===== src/rtl/bigmul_pkg.sv =====
// rtl/bigmul_pkg.sv - shared constants and encodings for the BIGMUL multiplier, loader and drain
package bigmul_pkg;

    localparam int NUM_LIMBS = 64;
    localparam int LIMB_W    = 64;
    localparam int ADDR_W    = 6;

    typedef enum logic [2:0] {
        S_LOAD_A = 3'd0,
        S_PAD_A  = 3'd1,
        S_LOAD_B = 3'd2,
        S_PAD_B  = 3'd3,
        S_START  = 3'd4,
        S_WAIT   = 3'd5
    } state_t;

    localparam logic SEL_A = 1'b0;
    localparam logic SEL_B = 1'b1;

endpackage


===== src/rtl/bigmul_operand_loader.sv =====
// rtl/bigmul_operand_loader.sv - streams A/B operand limbs into the BIGMUL limb memories and starts it
module bigmul_operand_loader
    import bigmul_pkg::*;
(
    input  logic              clk,
    input  logic              rst_n,
    input  logic              in_valid,
    output logic              in_ready,
    input  logic [LIMB_W-1:0] in_data,
    input  logic              in_last,
    output logic              op_we,
    output logic              op_sel,
    output logic [ADDR_W-1:0] op_addr,
    output logic [LIMB_W-1:0] op_wdata,
    output logic [ADDR_W:0]   len_a,
    output logic [ADDR_W:0]   len_b,
    output logic              mul_start,
    input  logic              mul_done,
    output logic              loader_busy
);

    localparam logic [ADDR_W:0] LAST_IDX = (ADDR_W+1)'(NUM_LIMBS - 1);

    state_t          state;
    logic [ADDR_W:0] count;
    logic            accept;
    logic            at_last;
    logic            is_b;

    assign accept  = in_valid && in_ready;
    assign at_last = (count == LAST_IDX);
    assign is_b    = (state == S_LOAD_B) || (state == S_PAD_B);

    // Operand FSM: limb counter, write port, lengths and multiplier handshake, all registered
    always_ff @(posedge clk or negedge rst_n) begin
        if (!rst_n) begin
            state       <= S_LOAD_A;
            count       <= '0;
            in_ready    <= 1'b0;
            op_we       <= 1'b0;
            op_sel      <= SEL_A;
            op_addr     <= '0;
            op_wdata    <= '0;
            len_a       <= '0;
            len_b       <= '0;
            mul_start   <= 1'b0;
            loader_busy <= 1'b0;
        end else begin
            op_we     <= 1'b0;
            mul_start <= 1'b0;
            case (state)
                S_LOAD_A, S_LOAD_B: begin
                    if (accept) begin
                        op_we       <= 1'b1;
                        op_sel      <= is_b ? SEL_B : SEL_A;
                        op_addr     <= count[ADDR_W-1:0];
                        op_wdata    <= in_data;
                        loader_busy <= 1'b1;
                        // The NUM_LIMBS-th beat ends the operand even without in_last
                        if (in_last || at_last) begin
                            if (is_b) len_b <= count + 1'b1;
                            else      len_a <= count + 1'b1;
                            if (!at_last) begin
                                state    <= is_b ? S_PAD_B : S_PAD_A;
                                count    <= count + 1'b1;
                                in_ready <= 1'b0;
                            end else if (!is_b) begin
                                // Full A flows straight into B without dropping ready
                                state <= S_LOAD_B;
                                count <= '0;
                            end else begin
                                state    <= S_START;
                                count    <= '0;
                                in_ready <= 1'b0;
                            end
                        end else begin
                            count <= count + 1'b1;
                        end
                    end else begin
                        // Ready comes up one cycle after entering from reset or S_WAIT
                        in_ready    <= 1'b1;
                        loader_busy <= is_b || (count != '0);
                    end
                end
                S_PAD_A, S_PAD_B: begin
                    op_we       <= 1'b1;
                    op_sel      <= is_b ? SEL_B : SEL_A;
                    op_addr     <= count[ADDR_W-1:0];
                    op_wdata    <= '0;
                    loader_busy <= 1'b1;
                    if (at_last) begin
                        count <= '0;
                        if (is_b) begin
                            state <= S_START;
                        end else begin
                            state    <= S_LOAD_B;
                            in_ready <= 1'b1;
                        end
                    end else begin
                        count <= count + 1'b1;
                    end
                end
                S_START: begin
                    mul_start   <= 1'b1;
                    loader_busy <= 1'b1;
                    state       <= S_WAIT;
                end
                S_WAIT: begin
                    if (mul_done) begin
                        state       <= S_LOAD_A;
                        count       <= '0;
                        loader_busy <= 1'b0;
                    end else begin
                        loader_busy <= 1'b1;
                    end
                end
                default: begin
                    state       <= S_LOAD_A;
                    count       <= '0;
                    in_ready    <= 1'b0;
                    loader_busy <= 1'b0;
                end
            endcase
        end
    end

endmodule


===== config.mk =====
export PLATFORM = sky130hd
export DESIGN_NAME = bigmul_operand_loader
export DESIGN_NICKNAME = d
export VERILOG_FILES = /design/src/rtl/bigmul_pkg.sv /design/src/rtl/bigmul_operand_loader.sv
export SDC_FILE = /design/constraint.sdc
export NUM_CORES = 1
export LEC_CHECK = 0
export ABC_AREA = 1
export CAP_MARGIN = 20
export CORE_AREA = 3 3 121 94
export DETAILED_ROUTE_END_ITERATION = 10
export DIE_AREA = 0 0 124 97
export PLACE_DENSITY = 0.83
export SYNTH_ARGS = -nofsm -noshare
export SYNTH_HDL_FRONTEND = slang
export SYNTH_SLANG_ARGS = --single-unit

===== constraint.sdc =====
create_clock -name clk -period 1.7 [get_ports clk]
set_clock_uncertainty 0.1 [all_clocks]
set_input_delay 0.34 -clock clk [delete_from_list [all_inputs] [get_ports clk]]
set_output_delay 0.34 -clock clk [all_outputs]
set_load 0.05 [all_outputs]

==> results.sh, run 1 <==
export IMPL_path_clk_slew_ps=70
export IMPL_fillers=825
export IMPL_initial_core_util=0.388
export IMPL_wirelength_mm=10.4
export IMPL_place_ws_ps=-250
export IMPL_die_w_um=124
export IMPL_required_ps=1830
export IMPL_boundaryPins=158
export IMPL_synth_distinct_cells=28
export IMPL_fin_ws_ps=50.8
export IMPL_netlist_area_mm2=0.00398
export IMPL_root_buffer="clkbuf_16"
export IMPL_yosys_top_cells_area="dfrtp_1 62%, a22o_1 14%, nand2_1 4.4%"
export IMPL_hold_viol=0
export IMPL_finalSetupViolCount=0
export IMPL_worstSetupEndpointType="flip-flop"
export IMPL_cap_viol_max_count=0
export IMPL_final_core_util=0.602
export IMPL_portBuffers=157
export IMPL_power_w=0.0142
export IMPL_die_area_mm2=0.0120
export IMPL_vias=3230
export IMPL_ant_nets=0
export IMPL_synth_area_per_cell_um2=11.8
export IMPL_grt_usage=0.171
export IMPL_cts_tree="built"
export IMPL_yosys_warnings=0
export IMPL_cts_sinks=99
export IMPL_crit_arrival_ps=1780
export IMPL_hpwl_mm=7.44
export IMPL_cts_inserted_buffers=9
export IMPL_placed_area_mm2=0.00576
export IMPL_drc=0
export IMPL_grt_pass1_wl_mm=16.4
export IMPL_gp_congestion=0.870
export IMPL_crit_fanout=14
export IMPL_coreArea_mm2=0.0102
export IMPL_slew_viol_final=0
export IMPL_cts_max_level=3
export IMPL_tightest_slew_ps=510
export IMPL_start_kind="flip-flop"
export IMPL_antenna_found_initial=0
export IMPL_mostFrequentLayoutCells="96 x dfrtp_1, 93 x buf_4, 67 x clkdlybuf4s50_1"
export IMPL_fin_crit_sh=0.970
export IMPL_grt_busiest_layer="met2"
export IMPL_fmax_mhz=606
export IMPL_synthCells=337
export IMPL_final_common_cell="dfrtp_1"
export IMPL_slew_headroom=0.660
export IMPL_ys_seq_area_frac=0.623
export IMPL_via_per_inst=4.96
export IMPL_fin_crit_ps=1650
export IMPL_ir_drop_mv=0.995
export IMPL_grt_util_met3=0.0491
export IMPL_cts_buffer_depth=2
export IMPL_syn_to_final_growth_pct=55.1
export IMPL_outcome="completed"
export IMPL_p_per_area_mw_per_mm2=2310
export IMPL_timing_rr_start="count[0]"
export IMPL_met1_usage=0.231
export IMPL_drive_gt1_frac=0.330
export IMPL_use_met2=0.271
export IMPL_stdcell_area_mm2=0.00617
export IMPL_grt_pass1_vias=3168
export IMPL_syn_num_nets=409
export IMPL_rsz0062_at_grt="true"
export IMPL_clk_latency_ps=340
export IMPL_whs_ps=389
export IMPL_routedWlPerCell_um=16.0
export IMPL_ys_ff_latch=99
export IMPL_grt_max_degree=100
export IMPL_grt_overflow=0
export IMPL_drt_iter0_drc=187
export IMPL_crit_type="reg2reg"
export IMPL_hold_start="len_a[6]"
export IMPL_synth_top_area_frac=0.623
export IMPL_diodes=0
export IMPL_yosysTopAreaCell="dfrtp_1"
export IMPL_num_rows=32
export IMPL_die_h_um=97
export IMPL_drt_first_pass_iters=5
export IMPL_min_path_type="reg2reg"
export IMPL_fin_nets=582
export IMPL_p_leak_nw=2.98
export IMPL_crit_start="count[0]"
## cell type report
class / instances / area, um^2 / area share
Sequential cell: 99 / 2480 / 0.402
Timing Repair Buffer: 180 / 1760 / 0.285
Multi-Input combinational cell: 197 / 1360 / 0.220
Clock buffer: 10 / 239 / 0.0387
Tap cell: 136 / 170 / 0.0276
Inverter: 23 / 86.3 / 0.0140
Clock inverter: 6 / 72.6 / 0.0118
## flip-flops by register name, summed over array words and instances, names as in the netlist, 3 cells and up
register and count:
state 3, len_b 7, op_addr 6, count 7
op_wdata 64, len_a 7
## report_power, final
part           total [W]  leakage [nW]  switching (W)  internal [W]
sequential       0.00408          1.28       0.000712       0.00337
combinational    0.00809          1.55        0.00527       0.00282
clock            0.00208         0.150       0.000886       0.00120
total             0.0142          2.98        0.00687       0.00738
## cell usage after synthesis
library cell  instances
nor3_1                1
a22o_1               64
nor2_2                3
dfrtp_1              99
o21ai_2              12
a21oi_1               5
nand4_1               2
ha_1                  3
nand2_2               8
buf_2                11
nand3_1               9
inv_2                 6
inv_1                17
xnor2_1               1
o21ai_0               7
buf_4                 1
xor2_1                3
o21bai_1              1
o21ai_1               9
o22ai_1               1
nor3_2                2
buf_6                 6
nor4_1                1
nor2_4                2
nand3_2               1
nand2_1              47
o31ai_1               1
nor2_1               14
## path summary, 6_finish.rpt
path | end | slack [ps] | cells after the start
setup / recovery | len_b[0] | 50 | 8
hold / removal | len_a[6] | 390 | 2
setup reg to reg | len_b[0] | 50 | 8
hold reg to reg | len_a[6] | 390 | 2
max in group asynchronous | in_ready | 610 | 3
min in group asynchronous | len_b[5] | 490 | 3
## critical path, cell delays in order, from the launching register on
cell and delay [ps]:
dfrtp_2 390, ha_4 170, nand3_4 90, nor2_4 160, nor2_2 80, nor2_4 240, nand2_8 150, nand2_1 100
o21ai_2 60
## stage by stage
step	instances	setup TNS [ps]
floorplan	337	0
global placement	632	-18510
detailed placement	632	-19860
finish	651	0
global route	651	-634
CTS	649	0
## logic make-up (layout without fill, tap and decap cells)
kind of cell	after synthesis	after routing	share of synthesized area
AND/OR/NAND/NOR	90	90	0.105
adder cells (fa/ha/maj)	3	3	0.00944
flip-flops	99	99	0.623
AO/OA/AOI/OAI	100	100	0.199
XOR/XNOR	4	4	0.00881
buffers and inverters	41	219	0.0544
## layer usage
layer  up-vias  share of wire
li1       1520              -
met1      1582           0.43
met2       113           0.48
met3        15          0.073
met4         0          0.015
met5         -              0
## what timing repair did
action | CTS | global route
gates resized for setup | 4 | 11
pin swaps | 0 | 4
setup buffers | 0 | 2
endpoints found under the setup margin | 14 | 20
hold buffers | 1 | 0
hold endpoints to repair | 99 | 0
No activity file was read; power rests on OpenSTA's default activity.
==> inputs of run 2 (changes only) <==
--- a/config.mk
+++ b/config.mk
@@ -6,8 +6,8 @@
 export NUM_CORES = 1
 export LEC_CHECK = 0
 export ABC_AREA = 1
-export CAP_MARGIN = 20
 export CORE_AREA = 3 3 121 94
+export CTS_CLUSTER_DIAMETER = 50
 export DETAILED_ROUTE_END_ITERATION = 10
 export DIE_AREA = 0 0 124 97
 export PLACE_DENSITY = 0.83
==> results of run 2 <==
Final layout, timing and power as in run 1 (identical DEF).
==> inputs of run 3 (changes only) <==
--- a/config.mk
+++ b/config.mk
@@ -6,11 +6,12 @@
 export NUM_CORES = 1
 export LEC_CHECK = 0
 export ABC_AREA = 1
-export CORE_AREA = 3 3 121 94
+export CORE_AREA = 3 3 116 90
 export CTS_CLUSTER_DIAMETER = 50
 export DETAILED_ROUTE_END_ITERATION = 10
-export DIE_AREA = 0 0 124 97
-export PLACE_DENSITY = 0.83
+export DIE_AREA = 0 0 119 93
+export GPL_ROUTABILITY_DRIVEN = 0
+export PLACE_DENSITY = 0.86
 export SYNTH_ARGS = -nofsm -noshare
 export SYNTH_HDL_FRONTEND = slang
 export SYNTH_SLANG_ARGS = --single-unit
==> constraint.sdc (replaced) <==
create_clock -name clk -period 1.6 [get_ports clk]
set_clock_uncertainty 0.1 [all_clocks]
set_input_delay 0.32 -clock clk [delete_from_list [all_inputs] [get_ports clk]]
set_output_delay 0.32 -clock clk [all_outputs]
set_load 0.05 [all_outputs]
==> results.sh, run 3 (same netlist as run 1, synthesis figures left out) <==
export IMPL_outcome="complete, but fails checks"
export IMPL_violations="negative setup slack"
export IMPL_final_common_cell="dfrtp_1"
export IMPL_portBuffers=157
export IMPL_fin_ws_ps=-109
export IMPL_path_clk_slew_ps=70
export IMPL_routedWlPerCell_um=21.5
export IMPL_crit_type="reg2reg"
export IMPL_hold_viol=0
export IMPL_finalSetupViolCount=22
export IMPL_start_kind="flip-flop"
export IMPL_root_buffer="clkbuf_16"
export IMPL_die_area_mm2=0.0111
export IMPL_regMostFlops="op_wdata"
export IMPL_antenna_found_initial=0
export IMPL_coreArea_mm2=0.00950
export IMPL_fin_crit_sh=1.07
export IMPL_drive_gt1_frac=0.416
export IMPL_crit_arrival_ps=1880
export IMPL_rsz0062_at_grt="true"
export IMPL_dp_cells=634
export IMPL_diodes=0
export IMPL_drc=0
export IMPL_fin_tns_setup_ps=-1090
export IMPL_tightest_slew_ps=359
export IMPL_final_cells=671
export IMPL_grt_pass1_wl_mm=19.9
export IMPL_fillers=517
export IMPL_power_w=0.0185
export IMPL_syn_to_final_growth_pct=87.8
export IMPL_grt_max_degree=45
export IMPL_seq_area_mm2=0.00248
export IMPL_cts_sinks=99
export IMPL_grt_usage=0.229
export IMPL_ir_drop_mv=1.68
export IMPL_wirelength_mm=14.4
export IMPL_timing_rr_start="state[0]"
export IMPL_grt_overflow=0
export IMPL_fin_nets=606
export IMPL_initial_core_util=0.419
export IMPL_boundaryPins=158
export IMPL_worstSetupEndpointType="flip-flop"
export IMPL_crit_start="state[0]"
export IMPL_num_rows=31
export IMPL_drt_first_pass_iters=5
export IMPL_min_path_type="in2async"
export IMPL_crit_fanout=5
export IMPL_die_w_um=119
export IMPL_via_per_inst=5.50
export IMPL_multi_input_area_mm2=0.00153
export IMPL_ant_nets=0
export IMPL_cts_tree="built"
export IMPL_vias=3689
export IMPL_p_per_area_mw_per_mm2=2470
export IMPL_hpwl_mm=9.30
export IMPL_grt_pass1_vias=3573
export IMPL_required_ps=1770
export IMPL_p_leak_nw=3.40
export IMPL_cts_buffer_depth=2
export IMPL_largest_register_ffs=64
export IMPL_clk_latency_ps=340
export IMPL_mostFrequentLayoutCells="96 x dfrtp_1, 95 x buf_12, 67 x clkdlybuf4s50_1"
export IMPL_die_h_um=93
export IMPL_cap_viol_max_count=0
export IMPL_cts_inserted_buffers=9
export IMPL_cts_max_level=3
export IMPL_slew_viol_final=0
export IMPL_fin_crit_ps=1710
export IMPL_slew_headroom=0.760
export IMPL_fmax_mhz=585
export IMPL_drt_iter0_drc=280
==> run 3: layout make-up <==
type                    count  share of cell area
clock buffers              11              0.0338
multi-input cells         199               0.205
flip-flops and latches     99               0.332
inverters                  23              0.0134
well taps                 132              0.0221
repair buffers            202               0.388
clock inverters             5             0.00503
==> run 3: power by group <==
part           total, W  switching, W  leakage [nW]  internal (W)
Combinational    0.0115       0.00613          1.98       0.00538
Clock           0.00210      0.000959         0.138       0.00114
Sequential      0.00488       0.00130          1.28       0.00358
Total            0.0185       0.00839          3.40        0.0101
==> run 3: routing by layer <==
metal  vias to the layer above  track usage  wire (um)
met1                      1835        0.283       5430
met2                       224        0.379       7270
met3                        51       0.0701       1140
li1                       1579            -          -
met4                         0       0.0906        577
met5                         -            0          0
==> run 3: final timing paths <==
check                                to  slack [ps]  depth (start not counted)
min reg2reg                    len_b[3]         450                          2
min                        op_wdata[39]         310                          2
max in group asynchronous   op_wdata[9]         540                          3
max reg2reg                    state[2]        -110                          7
min in group clk               len_b[3]         450                          2
max                            state[2]        -110                          7
==> run 3: worst max-delay path, stage by stage, from the launching register on <==
cell and delay, ps:
dfrtp_1 430, buf_6 160, clkinvlp_4 150, nor3_4 60, buf_4 140, nor2_1 240
nand3_2 160, o21bai_1 190
==> run 3: repair_timing <==
| item | CTS | global route |
|---|---|---|
| hold buffers | 1 | 0 |
| setup endpoints to repair | 23 | 75 |
| gates resized for setup | 5 | 60 |
| setup buffers | 1 | 17 |
| hold endpoints to repair | 13 | 0 |
| cloned | 0 | 2 |
| pin swaps | 1 | 14 |
==> run 3: through the flow <==
| step | hold slack (ps) | setup slack [ps] | area, um^2 | utilization |
|---|---|---|---|---|
| after floorplan | -75.6 | 17.4 | 4000 | - |
| after global placement | 113 | -238 | 6770 | 0.712 |
| after detailed placement | 117 | -286 | 6770 | 0.712 |
| after CTS | 306 | -35.8 | 7100 | 0.747 |
| after global routing | 310 | -162 | 7470 | 0.786 |
| final | 305 | -109 | 7470 | 0.786 |
